===== src/rtl/sram_controller.sv =====
// Purpose: serves MEM-stage load/store requests from a 16-bit async SRAM as two halfword accesses.
// Latency: ready stays low for 2*WAIT_CYCLES+1 cycles per access; readdata is valid in the DONE cycle.
// Backpressure: ready=0 while an access is in flight; request inputs must stay stable until ready=1.
module sram_controller #(
  parameter int          WAIT_CYCLES = 3,
  parameter logic [31:0] BASE_ADDR   = 32'd1024,
  parameter int          SRAM_AW     = 18
) (
  input  logic               clk,
  input  logic               rst,
  input  logic               read,
  input  logic               write,
  input  logic [31:0]        address,
  input  logic [31:0]        writedata,
  output logic [31:0]        readdata,
  output logic               ready,
  output logic [SRAM_AW-1:0] sram_addr,
  output logic [15:0]        sram_dq_out,
  output logic               sram_dq_oe,
  input  logic [15:0]        sram_dq_in,
  output logic               sram_ce_n,
  output logic               sram_oe_n,
  output logic               sram_we_n
);

  typedef enum logic [1:0] {IDLE, LO, HI, DONE} state_t;

  localparam logic [3:0] CNT_LAST = 4'(WAIT_CYCLES - 1);

  state_t               state;
  state_t               state_nx;
  logic [3:0]           cnt;
  logic                 op_wr;
  logic [SRAM_AW-2:0]   widx_reg;
  logic [15:0]          wdata_hi;
  logic [15:0]          lo_reg;
  logic [31:0]          addr_off;
  logic                 req;
  logic                 last;
  logic                 in_acc;
  logic                 unused_addr_bits;

  assign addr_off = address - BASE_ADDR;
  assign req      = read | write;
  assign last     = (cnt == CNT_LAST);
  assign in_acc   = (state == LO) || (state == HI);

  // Word index only uses the bits that fit in the SRAM; the rest is truncated.
  assign unused_addr_bits = ^{addr_off[31:SRAM_AW+1], addr_off[1:0]};

  // Next-state logic: two timed halfword phases, then a single ready cycle.
  always_comb begin
    state_nx = state;
    case (state)
      IDLE:    if (req)  state_nx = LO;
      LO:      if (last) state_nx = HI;
      HI:      if (last) state_nx = DONE;
      DONE:    state_nx = IDLE;
      default: state_nx = IDLE;
    endcase
  end

  // State register.
  always_ff @(posedge clk or posedge rst) begin
    if (rst) state <= IDLE;
    else     state <= state_nx;
  end

  // Phase timer: restarts on every state entry, counts while a phase is active.
  always_ff @(posedge clk or posedge rst) begin
    if (rst)                    cnt <= '0;
    else if (state_nx != state) cnt <= '0;
    else if (in_acc)            cnt <= cnt + 4'd1;
  end

  // Request capture and halfword sequencing of address / write data.
  always_ff @(posedge clk or posedge rst) begin
    if (rst) begin
      op_wr       <= 1'b0;
      widx_reg    <= '0;
      wdata_hi    <= '0;
      sram_addr   <= '0;
      sram_dq_out <= '0;
    end else if (state == IDLE && req) begin
      // write wins when both are requested
      op_wr     <= write;
      widx_reg  <= addr_off[SRAM_AW:2];
      wdata_hi  <= writedata[31:16];
      sram_addr <= {addr_off[SRAM_AW:2], 1'b0};
      if (write) sram_dq_out <= writedata[15:0];
    end else if (state == LO && last) begin
      sram_addr <= {widx_reg, 1'b1};
      if (op_wr) sram_dq_out <= wdata_hi;
    end
  end

  // Read data capture: low half at end of LO, full word assembled at end of HI.
  always_ff @(posedge clk or posedge rst) begin
    if (rst) begin
      lo_reg   <= '0;
      readdata <= '0;
    end else if (!op_wr && last) begin
      if (state == LO) lo_reg   <= sram_dq_in;
      if (state == HI) readdata <= {sram_dq_in, lo_reg};
    end
  end

  // Strobes are decoded from state so reset releases them without a clock.
  always_comb begin
    sram_ce_n  = ~in_acc;
    sram_we_n  = ~(in_acc & op_wr);
    sram_oe_n  = ~(in_acc & ~op_wr);
    sram_dq_oe = in_acc & op_wr;
    ready      = ((state == IDLE) & ~req) | (state == DONE);
  end

endmodule


===== config.mk =====
export PLATFORM = sky130hd
export DESIGN_NAME = sram_controller
export DESIGN_NICKNAME = d
export VERILOG_FILES = /design/src/rtl/sram_controller.sv
export SDC_FILE = /design/constraint.sdc
export NUM_CORES = 1
export LEC_CHECK = 0
export CORE_UTILIZATION = 43
export DETAILED_ROUTE_END_ITERATION = 8
export PLACE_DENSITY = 0.77
export SYNTH_ARGS = -nofsm -noshare
export SYNTH_HDL_FRONTEND = slang
export SYNTH_SLANG_ARGS = --single-unit
export TNS_END_PERCENT = 50

===== constraint.sdc =====
create_clock -name clk -period 4.4 [get_ports clk]
set_clock_uncertainty 0.2 [all_clocks]
set_input_delay 0.88 -clock clk [delete_from_list [all_inputs] [get_ports clk]]
set_output_delay 0.88 -clock clk [all_outputs]
set_load 0.01 [all_outputs]

==> results of run 1 <==
metrics by stage:
stage	utilization [%]	power, W	hold WS [ns]	worst slack [ns]	cells
finish	63.3	0.00523	0.263	0.952	726
global route	63.3	0.00555	0.282	0.908	726
CTS	63.3	0.00529	0.268	0.974	726
detailed placement	57.7	0.00378	0.256	0.975	694
global placement	57.7	0.00367	0.249	1.05	694
floorplan	-	0.00293	0.236	0.0775	427
worst paths after layout:
kind / to / startpoint / slack [ns]
setup / recovery: ready / write / 0.95
hold / removal: wdata_hi[2] / wdata_hi[2] / 0.26
setup reg to reg: sram_dq_out[7] / state[0] / 1.81
hold reg to reg: wdata_hi[2] / wdata_hi[2] / 0.26
max in group asynchronous: wdata_hi[11] / rst / 2.38
min in group asynchronous: lo_reg[1] / rst / 0.82
critical path, cell delays in order:
cell and delay, ns:
sky130_fd_sc_hd__clkdlybuf4s50_1 0.53, sky130_fd_sc_hd__nor2_1 0.27, sky130_fd_sc_hd__a21o_1 0.16, sky130_fd_sc_hd__clkdlybuf4s50_1 0.52
area by class of cell:
| type | instances | share of cell area (%) |
|---|---|---|
| Sequential cell | 122 | 41.7 |
| Multi-Input combinational cell | 278 | 26.9 |
| Timing Repair Buffer | 143 | 19.8 |
| Clock buffer | 19 | 6.19 |
| Clock inverter | 13 | 2.60 |
| Tap cell | 143 | 2.44 |
| Inverter | 8 | 0.444 |
cells in the final DEF, fill, tap and decap left out, types with 7 or more instances in the layout:
cell,n
sky130_fd_sc_hd__mux2_2,61
sky130_fd_sc_hd__nor2_1,13
sky130_fd_sc_hd__inv_1,7
sky130_fd_sc_hd__dfrtp_1,122
sky130_fd_sc_hd__ha_1,9
sky130_fd_sc_hd__a21oi_1,10
sky130_fd_sc_hd__clkdlybuf4s50_1,139
sky130_fd_sc_hd__o21ai_0,21
sky130_fd_sc_hd__nor3_1,7
sky130_fd_sc_hd__clkbuf_16,17
sky130_fd_sc_hd__nand2_1,96
sky130_fd_sc_hd__mux2i_1,17
cell families after synthesis:
| family | after synthesis | share of synthesized area (%) |
|---|---|---|
| XOR/XNOR | 9 | 1.52 |
| AO/OA/AOI/OAI | 47 | 5.61 |
| buffers and inverters | 27 | 3.12 |
| AND/OR/NAND/NOR | 135 | 12.0 |
| multiplexers | 78 | 16.6 |
| flip-flops | 122 | 59.0 |
| adder cells (fa/ha/maj) | 9 | 2.18 |
routing by layer:
metal | part of all wire [%] | global-route usage [%] | wire length, um | vias to the layer above
li1 | - | - | - | 1737
met1 | 41 | 24.0 | 4920 | 1793
met2 | 52 | 35.2 | 6220 | 112
met3 | 5.7 | 5.28 | 678 | 11
met4 | 1.4 | 8.92 | 172 | 0
met5 | 0 | 0 | 0 | -
where the power goes:
group          leakage, nW  internal [W]  switching, W
sequential            1.52       0.00159      0.000257
clock                0.314      0.000982      0.000507
combinational         1.52       0.00100      0.000895
total                 3.35       0.00357       0.00166
==> out/summary.md, run 1 <==
Route
* 16.5 um — average detailed-routed wire length per instance
* 6 — DRT Pass-1 Iters
* 5.03 — Avg Vias per Cell
* 0 — remaining antenna violation count
* 3653 — routed vias
* 12000 um — Routed Wire Length
* 224 — iteration-0 DRC count of the detailed router
* 11 — DRC violations left

Die
* 112 um — chip height
* 0.0125 sq mm — DIE AREA
* 44.8% — effective utilization at floorplan
* 112 um — die boundary width
* 39 — floorplan row count
* 155 — I/O pins
* 0.0116 sq mm — floorplan core area

Clock tree
* 4 — Clock H-tree levels
* 0 — Post-CTS Repair Setup Buffers
* sky130_fd_sc_hd__clkbuf_16 — cell at the root of the clock tree
* 0.05 ns — clock slew at the register clock pins of the worst setup and hold paths
* built — TritonCTS clock tree
* 0 — quantity of hold-fixing buffers added after cts
* 0 — post-cts resize count
* 122 — TritonCTS sink count
* 2 — CTS Buffer Depth
* 0.40 ns — worst skew pair latency
* 17 — clock buffers created by TritonCTS

Logic synthesis
* sky130_fd_sc_hd__dfrtp_1 — Most used DFF post-synth
* 59.0% — fraction of the yosys area taken by sequential cells
* 520 — nets in the synthesized netlist
* sky130_fd_sc_hd__dfrtp_1, sky130_fd_sc_hd__nand2_1, sky130_fd_sc_hd__mux2_2, sky130_fd_sc_hd__o21ai_0, sky130_fd_sc_hd__mux2i_1 — most instantiated cells after synthesis
* sky130_fd_sc_hd__dfrtp_1 — most frequent cell after synthesis
* 0 — yosys warns
* 427 — gate count after technology mapping
* 44 — library cells used by synthesis
* 0 — Post-synth EDFFs
* sky130_fd_sc_hd__dfrtp_1, sky130_fd_sc_hd__mux2_2, sky130_fd_sc_hd__nand2_1 — leading cell types by total area after synthesis
* 0.00518 sq mm — summed instance area of the synthesized netlist
* 12.1 sq um — Mapped Avg Cell Area
* 100% — proportion of register bits with asynchronous set or reset after synthesis
* 122 — flops & latches, synth
* sky130_fd_sc_hd__dfrtp_1 — cell accounting for the most synthesized area
* 59.0% — Yosys top cell area share

Final layout
* 0.00197 sq mm — area occupied by multi-input gates
* 663 — Final Net Count
* 0.00305 sq mm — flip-flop and latch area
* 0.00732 sq mm — cell area after layout
* 18.9% — ratio of cells with drive above 1 in the final layout
* 32 — flip-flop count of the largest register, all copies and words added
* 41.4% — Layout area overhead
* 958 — count of fill cells added during filler insertion
* 0 — total inserted antenna cells

Setup path
* 6 — Critical Path Fanout Max
* 6 — number of cells on the worst reg-to-reg path
* 3.32 ns — data required time at the worst endpoint
* 2.37 ns — worst endpoint data arrival time
* primary input to output pin — type of the setup path with the least slack
* primary input — startpoint class of the critical path
* output pin — CP Capture Type

STA
* 41.9% — Relative slew margins
* 290 MHz — upper clock frequency limit
* 0.871 ns — measured slew at the worst slew-check pin
* no — unrepaired setup endpoints after global routing
* 78.4% — period utilisation layout
* 0 — hold violation total from the final report
* 0 ns — Setup Total Neg Slack
* 3.45 ns — minimum clock period
* 0 — Final setup violation count
* 0 — pins over their slew limit

Worst hold path
* 2 — number of cells traversed by the worst hold path
* register to register — path class of the lowest-slack min-delay path

Power and ir drop
* 353 uV — largest vdd supply drop
* 3.35 nW — leakage power
* 715 mW/mm^2 — Cell Pwr Density

Placed design
* 139 — number of buffer cells added on primary ports
* 8340 um — Detailed Place HPWL
* 0.782 — Routability Congestion
* 0.00668 sq mm — area of placed instances

Global routing
* 3893 — number of global-route vias before repair
* 0 — total overflow reported by the global router
* 19600 um — first-pass GRT wire length
* 0 — initial antenna violation count
* 70 — pin count of the biggest net entering global routing
* 20.4% — aggregate global-route resource usage

Outcome
* finished with violations — outcome
* DRC — failing checks

Flow run
* 0 — Maximum Capacitance Violations

No activity file was read; power rests on OpenSTA's default activity.
==> run 2, diff against run 1 <==
--- a/config.mk
+++ b/config.mk
@@ -5,9 +5,9 @@
 export SDC_FILE = /design/constraint.sdc
 export NUM_CORES = 1
 export LEC_CHECK = 0
-export CORE_UTILIZATION = 43
+export CORE_UTILIZATION = 47
 export DETAILED_ROUTE_END_ITERATION = 8
-export PLACE_DENSITY = 0.77
+export PLACE_DENSITY = 0.8
 export SYNTH_ARGS = -nofsm -noshare
 export SYNTH_HDL_FRONTEND = slang
 export SYNTH_SLANG_ARGS = --single-unit
==> constraint.sdc (replaced) <==
create_clock -name clk -period 3.3 [get_ports clk]
set_clock_uncertainty 0.2 [all_clocks]
set_input_delay 0.66 -clock clk [delete_from_list [all_inputs] [get_ports clk]]
set_output_delay 0.66 -clock clk [all_outputs]
set_load 0.01 [all_outputs]
==> out/summary.md, run 2 (same netlist as run 1, synthesis figures left out) <==
Final layout
* 666 — Final Net Count, was 663
* 32 — flip-flop count of the largest register, all copies and words added, unchanged
* sky130_fd_sc_hd__clkdlybuf4s50_1 — most common library cell in the layout ignoring fill and taps, unchanged
* 0 — total inserted antenna cells, unchanged
* sky130_fd_sc_hd__clkdlybuf4s50_1, sky130_fd_sc_hd__dfrtp_1, sky130_fd_sc_hd__nand2_1 — most frequent cells in the layout, unchanged
* 763 — count of fill cells added during filler insertion, was 958
* 0.00305 sq mm — flip-flop and latch area, unchanged
* 0.00197 sq mm — area occupied by multi-input gates, unchanged
* 41.7% — Layout area overhead, was 41.4%
* 19.3% — ratio of cells with drive above 1 in the final layout, was 18.9%

Placed design
* 0.374 ns — worst setup slack after placement, was 0.975 ns
* 139 — number of buffer cells added on primary ports, unchanged
* 7690 um — Detailed Place HPWL, was 8340 um
* 0.774 — Routability Congestion, was 0.782

Setup path
* 0.81 ns — reg-to-reg slack, setup, was 1.81 ns
* register to output pin — type of the setup path with the least slack, was primary input to output pin
* inv_1 > ha_1 > nand2_1 > inv_1 > clkdlybuf4s50_1 — sequence of cells on the critical path, was clkdlybuf4s50_1 > nor2_1 > a21o_1 > clkdlybuf4s50_1
* 2.24 ns — worst endpoint data arrival time, was 2.37 ns
* sky130_fd_sc_hd__inv_1 — cell repeated most along the worst path, was sky130_fd_sc_hd__clkdlybuf4s50_1
* 0.52 ns — Critical Path Max Stage Delay, was 0.53 ns
* 3 — Buf/Inv on CP, was 2
* sky130_fd_sc_hd__clkdlybuf4s50_1 — Crit-path slowest cell, unchanged
* sram_dq_out[15] — r2r endpoint, was sram_dq_out[7]
* 6 — number of cells on the worst reg-to-reg path, unchanged
* output pin — CP Capture Type, unchanged
* 2.44 ns — data required time at the worst endpoint, was 3.32 ns
* 7 — Critical Path Fanout Max, was 6
* register — startpoint class of the critical path, was primary input
* buffers and inverters — cell type group with the largest total delay on the critical path, unchanged
* state[0] — Critical R2R Launch, unchanged

STA
* 57.7% — Relative slew margins, was 41.9%
* 3.10 ns — minimum clock period
* 0.634 ns — measured slew at the worst slew-check pin, was 0.871 ns
* no — unrepaired setup endpoints after global routing, unchanged
* 0 ns — Setup Total Neg Slack, unchanged
* 0.203 ns — worst setup margin, was 0.952 ns
* 0 — Final setup violation count, unchanged
* 0 — hold violation total from the final report, unchanged
* 93.8% — period utilisation layout
* 323 MHz — upper clock frequency limit
* 0 — pins over their slew limit, unchanged

Route
* 15.4 um — average detailed-routed wire length per instance, was 16.5 um
* 0 — remaining antenna violation count, unchanged
* 4.96 — Avg Vias per Cell, was 5.03
* 152 — iteration-0 DRC count of the detailed router, was 224
* 3580 — routed vias, was 3653
* 0 — DRC violations left, was 11
* 11100 um — Routed Wire Length, was 12000 um
* 4 — DRT Pass-1 Iters, was 6

Global routing
* 123 — pin count of the biggest net entering global routing, was 70
* 20.8% — aggregate global-route resource usage, was 20.4%
* 0 — total overflow reported by the global router, unchanged
* 18300 um — first-pass GRT wire length, was 19600 um
* 0 — initial antenna violation count, unchanged
* 3850 — number of global-route vias before repair, was 3893

Power and ir drop
* 947 mW/mm^2 — Cell Pwr Density, was 715 mW/mm^2
* 28.4% — Clock Power Share, was 28.5%
* 3.36 nW — leakage power, was 3.35 nW
* 36.4% — power share of the combinational group, was 36.2%
* 0.00217 W — net switching component of the power, was 0.00166 W
* 0.00477 W — cell internal power dissipation, was 0.00357 W
* 31.3% — Switching Fraction, was 31.7%
* 35.2% — Sequential Power Share, was 35.3%
* 526 uV — largest vdd supply drop, was 353 uV

Clock tree
* 4 — Clock H-tree levels, unchanged
* 2 — CTS Buffer Depth, unchanged
* 17 — clock buffers created by TritonCTS, unchanged
* 0 — Post-CTS Repair Setup Buffers, unchanged
* 0 — quantity of hold-fixing buffers added after cts, unchanged
* 0.06 ns — clock slew at the register clock pins of the worst setup and hold paths, was 0.05 ns
* 0.50 ns — worst skew pair latency, was 0.40 ns
* built — TritonCTS clock tree, unchanged
* sky130_fd_sc_hd__clkbuf_8 — cell at the root of the clock tree, was sky130_fd_sc_hd__clkbuf_16
* 0 — post-cts resize count, unchanged
* 122 — TritonCTS sink count, unchanged

Die
* 37 — floorplan row count, was 39
* 107 um — die boundary width, was 112 um
* 155 — I/O pins, unchanged
* 0.0114 sq mm — DIE AREA, was 0.0125 sq mm
* 49.3% — effective utilization at floorplan, was 44.8%
* 0.0105 sq mm — floorplan core area, was 0.0116 sq mm
* 107 um — chip height, was 112 um

Flow run
* 0 — Maximum Capacitance Violations, unchanged

Worst hold path
* wdata_hi[14] — worst min-delay path endpoint, was wdata_hi[2]
* 2 — number of cells traversed by the worst hold path, unchanged
* wdata_hi[14] — hold_sp, was wdata_hi[2]
* register to register — path class of the lowest-slack min-delay path, unchanged

Outcome
* complete, no violations — outcome, was finished with violations

-- run 2: cell type report --
type	count	share of cell area, %
Multi-Input combinational cell	278	26.8
Inverter	8	0.461
Clock inverter	12	2.56
Timing Repair Buffer	146	20.0
Tap cell	136	2.32
Sequential cell	122	41.6
Clock buffer	20	6.21
-- run 2: tightest hold or removal path, delay by kind of cell (launching register included) --
family	cells	cell delay (ns)
flip-flops	1	0.34
AND/OR/NAND/NOR	2	0.10
-- run 2: layer usage --
layer / track usage [%] / vias to the layer above / part of all wire, % / wire, um
li1: - / 1751 / - / -
met1: 25.0 / 1721 / 42 / 4700
met2: 35.1 / 94 / 51 / 5610
met3: 6.26 / 14 / 5.7 / 635
met4: 7.93 / 0 / 1.3 / 141
met5: 0 / - / 0 / 0
-- run 2: stage by stage --
step	hold slack, ns	std cells	util [%]	total power, W	cell area, sq um
4_1_cts	0.268	722	69.8	0.00702	7340
3_5_place_dp	0.254	690	63.7	0.00502	6690
2_1_floorplan	0.236	427	-	0.00391	5180
5_1_grt	0.276	722	69.8	0.00737	7340
3_3_place_gp	0.248	690	63.7	0.00489	6690
6_report	0.264	722	69.8	0.00695	7340
-- run 2: worst max path at each step --
stage / to / from / slack, ns / cells past startpoint
2_1_floorplan: cnt[0] / rst / 0.94 / 1
3_3_place_gp: ready / write / 0.39 / 4
6_report: sram_dq_oe / state[0] / 0.20 / 5
3_5_place_dp: ready / write / 0.37 / 4
5_1_grt: sram_dq_oe / state[0] / 0.06 / 5
4_1_cts: sram_dq_oe / state[0] / 0.18 / 5
-- run 2: power by group through the flow --
stage	clock, W	combinational, W	sequential, W
2_1_floorplan	0	0.00136	0.00255
3_3_place_gp	0	0.00246	0.00243
3_5_place_dp	0	0.00255	0.00247
4_1_cts	0.00201	0.00256	0.00245
5_1_grt	0.00207	0.00277	0.00253
6_report	0.00197	0.00253	0.00245
==> run 3, diff against run 2 <==
--- a/config.mk
+++ b/config.mk
@@ -5,7 +5,9 @@
 export SDC_FILE = /design/constraint.sdc
 export NUM_CORES = 1
 export LEC_CHECK = 0
+export CORE_ASPECT_RATIO = 0.9
 export CORE_UTILIZATION = 47
+export CTS_CLUSTER_SIZE = 10
 export DETAILED_ROUTE_END_ITERATION = 8
 export PLACE_DENSITY = 0.8
 export SYNTH_ARGS = -nofsm -noshare
==> out/summary.md, run 3 (same netlist as run 1, synthesis figures left out) <==
Global routing
* 0 — initial antenna violation count, unchanged
* 19100 um — first-pass GRT wire length, was 18300 um
* 3822 — number of global-route vias before repair, was 3850
* 0 — total overflow reported by the global router, unchanged
* 21.7% — aggregate global-route resource usage, was 20.8%
* 123 — pin count of the biggest net entering global routing, unchanged

Setup path
* 2.44 ns — data required time at the worst endpoint, about the same
* register — startpoint class of the critical path, unchanged
* 7 — Critical Path Fanout Max, unchanged
* 2.16 ns — worst endpoint data arrival time, was 2.24 ns
* register to output pin — type of the setup path with the least slack, unchanged
* buffers and inverters — cell type group with the largest total delay on the critical path, unchanged
* inv_1 > ha_1 > nand2_1 > inv_1 > clkdlybuf4s50_1 — sequence of cells on the critical path, unchanged
* 0.53 ns — Critical Path Max Stage Delay, was 0.52 ns
* sky130_fd_sc_hd__clkdlybuf4s50_1 — Crit-path slowest cell, unchanged
* 3 — Buf/Inv on CP, unchanged
* sky130_fd_sc_hd__inv_1 — cell repeated most along the worst path, unchanged
* output pin — CP Capture Type, unchanged

Route
* 11700 um — Routed Wire Length, was 11100 um
* 0 — remaining antenna violation count, unchanged
* 3651 — routed vias, was 3580
* 5.11 — Avg Vias per Cell, was 4.96
* 231 — iteration-0 DRC count of the detailed router, was 152
* 16.3 um — average detailed-routed wire length per instance, was 15.4 um
* 4 — DRT Pass-1 Iters, unchanged
* 0 — DRC violations left, unchanged

Final layout
* sky130_fd_sc_hd__clkdlybuf4s50_1, sky130_fd_sc_hd__dfrtp_1, sky130_fd_sc_hd__nand2_1 — most frequent cells in the layout, unchanged
* 666 — Final Net Count, unchanged
* 0 — total inserted antenna cells, unchanged
* 19.3% — ratio of cells with drive above 1 in the final layout, unchanged
* 42.2% — Layout area overhead, was 41.7%
* sky130_fd_sc_hd__clkdlybuf4s50_1 — most common library cell in the layout ignoring fill and taps, unchanged
* 32 — flip-flop count of the largest register, all copies and words added, unchanged
* 738 — count of fill cells added during filler insertion, was 763

Die
* 102 um — chip height, was 107 um
* 113 um — die boundary width, was 107 um
* 155 — I/O pins, unchanged
* 49.5% — effective utilization at floorplan, was 49.3%
* 0.0105 sq mm — floorplan core area, about the same
* 35 — floorplan row count, was 37
* 0.0114 sq mm — DIE AREA, about the same

Placed design
* 7890 um — Detailed Place HPWL, was 7690 um
* 139 — number of buffer cells added on primary ports, unchanged
* 0.789 — Routability Congestion, was 0.774

STA
* 3.02 ns — minimum clock period, was 3.10 ns
* 332 MHz — upper clock frequency limit, was 323 MHz
* 0.632 ns — measured slew at the worst slew-check pin, was 0.634 ns
* no — unrepaired setup endpoints after global routing, unchanged
* 91.4% — period utilisation layout, was 93.8%
* 0 ns — Setup Total Neg Slack, unchanged
* 0 — hold violation total from the final report, unchanged
* 0 — Final setup violation count, unchanged
* 0 — pins over their slew limit, unchanged
* 57.9% — Relative slew margins, was 57.7%

Clock tree
* 17 — clock buffers created by TritonCTS, unchanged
* sky130_fd_sc_hd__clkbuf_16 — cell at the root of the clock tree, was sky130_fd_sc_hd__clkbuf_8
* built — TritonCTS clock tree, unchanged
* 0.40 ns — worst skew pair latency, was 0.50 ns
* 4 — Clock H-tree levels, unchanged
* 0.05 ns — clock slew at the register clock pins of the worst setup and hold paths, was 0.06 ns
* 0 — post-cts resize count, unchanged
* 122 — TritonCTS sink count, unchanged
* 0 — Post-CTS Repair Setup Buffers, unchanged
* 0 — quantity of hold-fixing buffers added after cts, unchanged
* 2 — CTS Buffer Depth, unchanged

Power and ir drop
* 571 uV — largest vdd supply drop, was 526 uV
* 0.00710 W — total power of the final layout, was 0.00695 W
* 965 mW/mm^2 — Cell Pwr Density, was 947 mW/mm^2
* 3.38 nW — leakage power, was 3.36 nW

Outcome
* complete, no violations — outcome, unchanged

Worst hold path
* register to register — path class of the lowest-slack min-delay path, unchanged

Flow run
* 0 — Maximum Capacitance Violations, unchanged

==> run 3: final timing paths <==
| kind | slack [ns] | cells after the start | to | startpoint |
|---|---|---|---|---|
| setup / recovery | 0.28 | 5 | sram_dq_oe | state[0] |
| hold / removal | 0.27 | 2 | wdata_hi[1] | wdata_hi[1] |
| setup reg to reg | 0.86 | 6 | sram_dq_out[5] | state[0] |
| hold reg to reg | 0.27 | 2 | wdata_hi[1] | wdata_hi[1] |
| max in group asynchronous | 1.83 | 3 | sram_addr[11] | rst |
| min in group asynchronous | 0.62 | 3 | lo_reg[0] | rst |
==> run 3: per-stage QoR <==
stage                     utilization (%)  instance area (sq um)  hold slack, ns  std cells  setup slack (ns)
after floorplan                         -                   5180           0.236        427             0.943
after global placement               63.9                   6680           0.248        683             0.388
after detailed placement             63.9                   6680           0.257        683             0.363
after CTS                            70.3                   7360           0.269        715             0.275
after global routing                 70.3                   7360           0.291        715             0.187
final                                70.3                   7360           0.265        715             0.284
==> run 3: cell type report <==
cell class	count	area (sq um)	share of cell area, %
tap	129	161	2.19
inverter	8	33.8	0.459
timing repair buffer	146	1470	20.0
multi-input combinational	278	1970	26.7
sequential	122	3050	41.5
clock buffer	20	467	6.34
clock inverter	12	210	2.86
==> run 3: routing by layer <==
| metal | track usage, % | up-vias | share of wire [%] |
|---|---|---|---|
| met5 | 0 | - | 0 |
| met1 | 26.9 | 1801 | 43 |
| met2 | 37.1 | 92 | 51 |
| li1 | - | 1748 | - |
| met4 | 7.49 | 0 | 1.0 |
| met3 | 5.92 | 10 | 4.7 |
==> run 3: worst reg2reg max path: stages, from the launching register on <==
cell and delay (ns):
sky130_fd_sc_hd__dfrtp_1 0.42, sky130_fd_sc_hd__inv_1 0.23, sky130_fd_sc_hd__ha_1 0.33, sky130_fd_sc_hd__o21a_2 0.45
sky130_fd_sc_hd__buf_12 0.25, sky130_fd_sc_hd__mux2i_1 0.29, sky130_fd_sc_hd__o21ai_0 0.13
==> run 3: power by group <==
part / switching [W] / internal, W
combinational: 0.00121 / 0.00136
clock: 0.000670 / 0.00141
sequential: 0.000335 / 0.00212
